`src/rtl/reg_ram_1rw_pkg.sv`:
```
// -----------------------------------------------------------------------------
// reg_ram_1rw_pkg
// Shared constants and helpers for the register-based single-port RAM.
// No ports: provides default geometry and a depth helper used by
// reg_ram_1rw and its instantiating cache arrays.
// -----------------------------------------------------------------------------
package reg_ram_1rw_pkg;

    // Default geometry: 16 entries of 32 bits.
    localparam int unsigned DEFAULT_WIDTH    = 32;
    localparam int unsigned DEFAULT_LG_DEPTH = 4;

    // Number of entries addressed by an lg_depth-bit index.
    function automatic int unsigned depth_of(input int unsigned lg_depth);
        return 32'd1 << lg_depth;
    endfunction

endpackage : reg_ram_1rw_pkg

```
`src/rtl/reg_ram_1rw.sv`:
```
// -----------------------------------------------------------------------------
// reg_ram_1rw
// Single-port, register-based synchronous RAM used as the storage primitive
// for the cache arrays (data, tag, valid, dirty). One shared address, one
// write port, one registered read port with one-cycle latency. A read that
// collides with a write to the same entry returns the old contents.
//
// Ports:
//   clk      in   rising-edge clock
//   reset    in   synchronous, active-high; clears rd_data, blocks writes,
//                 leaves the array contents untouched
//   addr     in   [LG_DEPTH-1:0] entry index shared by read and write
//   wr_data  in   [WIDTH-1:0]    write data
//   wr_en    in   write enable for entry addr
//   rd_data  out  [WIDTH-1:0]    registered read data (mem[addr] of last edge)
// -----------------------------------------------------------------------------
module reg_ram_1rw
    import reg_ram_1rw_pkg::*;
#(
    parameter int unsigned WIDTH    = DEFAULT_WIDTH,
    parameter int unsigned LG_DEPTH = DEFAULT_LG_DEPTH
) (
    input  logic                clk,
    input  logic                reset,
    input  logic [LG_DEPTH-1:0] addr,
    input  logic [WIDTH-1:0]    wr_data,
    input  logic                wr_en,
    output logic [WIDTH-1:0]    rd_data
);

    localparam int unsigned DEPTH = depth_of(LG_DEPTH);

    logic [WIDTH-1:0] mem_q [DEPTH];
    logic [WIDTH-1:0] rd_data_d;
    logic [WIDTH-1:0] rd_data_q;
    logic             mem_we;

    // Next-state for the read register and the array write strobe. The read
    // uses the array value before this edge's write lands, which gives the
    // read-first collision behaviour without any bypass logic.
    always_comb begin
        // NOTE: every always_comb output gets an unconditional default first so
        // no path leaves it unassigned and no latch can be inferred.
        rd_data_d = '0;
        mem_we    = 1'b0;
        if (!reset) begin
            rd_data_d = mem_q[addr];
            mem_we    = wr_en;
        end
    end

    // NOTE: the array has no reset branch on purpose; clients initialise it by
    // walking every index, and leaving it unreset keeps it mappable to LUTRAM.
    always_ff @(posedge clk) begin
        if (mem_we) begin
            mem_q[addr] <= wr_data;
        end
    end

    always_ff @(posedge clk) begin
        // NOTE: sequential state is updated with non-blocking assignments so
        // every flop samples pre-edge values regardless of block ordering.
        rd_data_q <= rd_data_d;
    end

    assign rd_data = rd_data_q;

`ifndef SYNTHESIS
    // An unknown address on a write would corrupt an unpredictable entry.
    a_wr_addr_known : assert property (
        @(posedge clk) disable iff (reset) wr_en |-> !$isunknown(addr)
    );
`endif

endmodule : reg_ram_1rw

```
`config.mk`:
```
export PLATFORM = sky130hd
export DESIGN_NAME = reg_ram_1rw
export DESIGN_NICKNAME = d
export VERILOG_FILES = /design/src/rtl/reg_ram_1rw_pkg.sv /design/src/rtl/reg_ram_1rw.sv
export SDC_FILE = /design/constraint.sdc
export NUM_CORES = 1
export LEC_CHECK = 0
export CAP_MARGIN = 40
export CORE_UTILIZATION = 43
export DETAILED_ROUTE_END_ITERATION = 7
export MAX_ROUTING_LAYER = met4
export PLACE_DENSITY = 0.59
export SYNTH_ARGS = -nofsm -noshare
export SYNTH_HDL_FRONTEND = slang
export SYNTH_SLANG_ARGS = --single-unit
```
`constraint.sdc`:
```
create_clock -name clk -period 3.82 [get_ports clk]
set_input_delay 0.573 -clock clk [delete_from_list [all_inputs] [get_ports clk]]
set_output_delay 0.573 -clock clk [all_outputs]
set_load 0.005 [all_outputs]
```
* Word level (Yosys, flattened, before mapping)
Memories as Yosys holds them, arrays and structs flattened. A register that Yosys moved wholly into a read port is not among the register bits.
Index checks and enable logic that the tools add are counted.
** Operators by class
- Muxes and demuxes :: 3
** Operators by type and width (count)
- 1-bit 2-to-1 mux :: 3
** Word-level totals
- Word-level logic and storage cells :: 4
- Input bits :: 39
- Output and inout port bits :: 32
- Flip-flop bits (word level) :: 0
- Bits in writable memories :: 512
- Memories kept :: 1
** Memory list
- mem_q :: words 16, width 32, rd ports 1, clocked after memory_dff 1, write ports 1, line reg_ram_1rw.sv:33 : logic [WIDTH-1:0] mem_q [DEPTH];

* Longest topological paths before layout
- Depth in word-level cells :: 3
- Depth in mapped cells :: 6
- Mapped depth without buffers :: 3

* Worst setup path after synthesis
Ideal clock, no wire load.
- Path kind :: input port to flip-flop
- Start point :: in addr[1]
- End point :: mem mem_q[3][0] (netlist bit), enable pin
- Arrival time :: 3.543 ns
- Library setup time :: 0.461 ns
- Setup slack :: -0.184 ns
- Cell stages on the path :: 5
- Buffers on the path :: 3
- Cell sequence :: buf_2 > buf_2 > buf_2 > nand4b_1 > nor3_1
** RTL lines
- from (decl) :: line reg_ram_1rw.sv:25 : input logic [LG_DEPTH-1:0] addr,
- to (decl) :: line reg_ram_1rw.sv:33
No word-level cell before the write port.

* Worst setup path after layout
- Start point :: in addr[2]
- End point :: mem mem_q[4][18] (netlist bit), enable pin
No word-level cell before the write port.

==> impl_metrics.tcl <==
set metrics [dict create \
    clock.fmax_mhz 413 \
    die_height_um 219 \
    ys_warn_count 0 \
    clock_skew_ns 0.0124 \
    worstMarginPinSlew_ns 0.728 \
    grt_pass1_wl_um 62000 \
    synth_cell_types 25 \
    grt_antenna_before_repair 0 \
    postPlaceCellArea_sq_um 22000 \
    overflow 0 \
    die-width_um 219 \
    ctsHoldBuffers 0 \
    grt_max_degree 91 \
    drt-total-wl_um 41400 \
    vias_per_cell 5.51 \
    crit_arrival_ns 2.71 \
    finalSetupViolCount 0 \
    syn_nets 989 \
    worstHoldStart "addr[0]" \
    crit_fanout 17 \
    hold_path_end "rd_data[3]" \
    hold_depth 4 \
    via_count 9387 \
    stdcell_count 1705 \
    io_pins 71 \
    drtAntennaViolNets 0 \
    num_rows 79 \
    rsz0062_at_grt "no" \
    final_area_sq_um 23600 \
    worst_setup_path_start_kind "input pin" \
    clkLatencyLatePin_ns 0.59 \
    dp_cells 1605 \
    clock_tree.buffer_depth 3 \
    cts-htree-levels 2 \
    critPathKind "in -> reg" \
    dr.pass1.iters 5 \
    rr_worst_depth 3 \
    cap_violations 0 \
    finalSetupTns_ns 0 \
    cts_buffers 54 \
    drc 0 \
    dieArea_sq_um 48000 \
    postSynthAreaPerCell_sq_um 21.3 \
    path_cells "clkdlybuf4s50_1 > nand2b_1 > nor2_4 > buf_4" \
    status "finished, final reports clean" \
    grt_use_total_pct 18.3 \
    cts-resized-gates 0 \
    nets 1093 \
    finalMaxSlewViolations 0 \
    r2r_start "mem_q[7][7]" \
    utilization_pct 50.8 \
    synth-seq-area-share_pct 79.1 \
    hold_path_class "in -> reg" \
    leakage_nw 7.58 \
    yosys-top-cells-area "edfxtp_1 76%, mux4_2 7.1%, mux2_2 3.6%" \
    critical-path-slowest-cell "clkdlybuf4s50_1" \
    yosysTopAreaCellShare_pct 75.9 \
    critical-path-max-stage-delay_ns 0.85 \
    cts_tree "built" \
    clkTransAtPathRegs_ns 0.06 \
    ff2ff_setup_slack_ns 2.38 \
    port_buffers 70 \
    peakVddDrop_mv 0.393 \
    fp.coreArea_sq_um 46600 \
    area_growth_pct 16.7 \
    synth-seq-cells 544 \
    yosys.area.top_type "edfxtp_1" \
    diodes 0 \
    hold_viol_final 0 \
    place.gp.congestion 0.768 \
    relSlewSlack_pct 51.5 \
    endpoint_kind "flip-flop" \
    cts_sinks 544 \
    hpwlAfterDp_um 23700 \
    worstReg2RegEnd "rd_data[7]" \
    drt-initial-drc-count 712 \
    root_buffer "clkbuf_16" \
    grt_pass1_vias 9754 \
    avgRoutedWirePerCell_um 24.3 \
    power.density_nw_per_um2 517 \
    fin_crit_sh_pct 63.3 \
    cp.required_ns 4.11 \
    initial_utilization_pct 43.5 \
    synthCells 950 \
    period_needed_ns 2.42 \
    synth_area_sq_um 20300 \
    drive_gt1_share_pct 24.0 \
    post_cts_buffers 0 \
    holdWs_ns 0.641 \
]
-- through the flow --
| stage | total power, W | setup slack [ns] |
|---|---|---|
| CTS | 0.0123 | 1.44 |
| finish | 0.0122 | 1.40 |
| detailed placement | 0.00738 | 0.813 |
| global route | 0.0126 | 1.33 |
| global placement | 0.00737 | 0.864 |
| floorplan | 0.00708 | 0.477 |
-- cell families after synthesis --
family	count (synthesis)	share of synthesized area, %
multiplexers	192	13.8
flip-flops	544	79.1
buffers and inverters	56	1.49
AO/OA/AOI/OAI	128	4.74
AND/OR/NAND/NOR	30	0.883
-- cells in the final DEF (no fill, tap or decap), drive strengths merged --
master and n:
or4b 1, edfxtp 512, o22ai 32, mux2i 64, dfxtp 32, nand2 2, mux4 64, mux2 64
bufinv 1, clkbuf 73, a22o 32, nand4b 1, clkinvlp 2, clkdlybuf4s50 68, nor3b 1, nand2b 3
nor3 4, nor2b 1, clkinv 24, or2 1, o31ai 32, and3b 1, nor2 13, a22oi 32
nand4bb 2, buf 36
-- area by class of cell --
cell class | count | area, sq um
clock buffers | 73 | 1520
clock inverters | 27 | 150
fillers | 3659 | 22900
multi-input cells | 350 | 4100
flip-flops and latches | 544 | 16000
well taps | 607 | 759
repair buffers | 104 | 1100
-- worst max-delay path by stage --
| stage | from | endpoint | slack [ns] | cells past startpoint |
|---|---|---|---|---|
| detailed placement | addr[2] | mem_q[4][17] | 0.81 | 4 |
| finish | addr[2] | mem_q[4][18] | 1.40 | 4 |
| global route | addr[2] | mem_q[4][18] | 1.33 | 4 |
| floorplan | addr[0] | mem_q[8][0] | 0.48 | 5 |
| CTS | addr[2] | mem_q[4][20] | 1.44 | 4 |
| global placement | addr[2] | mem_q[4][17] | 0.86 | 4 |
-- routing by layer --
layer,GRT usage [%],routed length (um),up-vias,share of wire [%]
li1,-,-,4179,-
met1,24.0,18400,4953,44
met3,3.10,1580,58,3.8
met4,5.12,843,0,2.0
met5,-,0,-,0
met2,29.5,20600,197,50
-- worst max-delay path, delay by kind of cell --
family / cells / cell delay (ns)
simple gates: 2 / 0.97
buf+inv: 2 / 1.15
-- power breakdown --
part	internal (W)	leakage [nW]	total, W	switching (W)
Combinational	0.000273	1.88	0.000601	0.000328
Clock	0.00283	0.819	0.00497	0.00213
Sequential	0.00662	4.88	0.00664	0.0000271
Total	0.00973	7.58	0.0122	0.00249
-- registers in the layout, indices dropped and copies added, names as in the netlist --
| name | cells |
|---|---|
| mem_q | 512 |
| rd_data | 32 |
-- cell usage after synthesis (all sizes together) --
cell and count:
nand4bb 2, nand2 2, mux2i 64, mux4 64
nor3 4, o22ai 32, edfxtp 512, a22o 32
or2 1, o31ai 32, buf 27, nand4b 1
mux2 64, dfxtp 32, or4b 1, clkbuf 29
and3b 1, nor2b 1, nor2 13, nand2b 3
nor3b 1, a22oi 32
(Power assumes the default switching activity.)
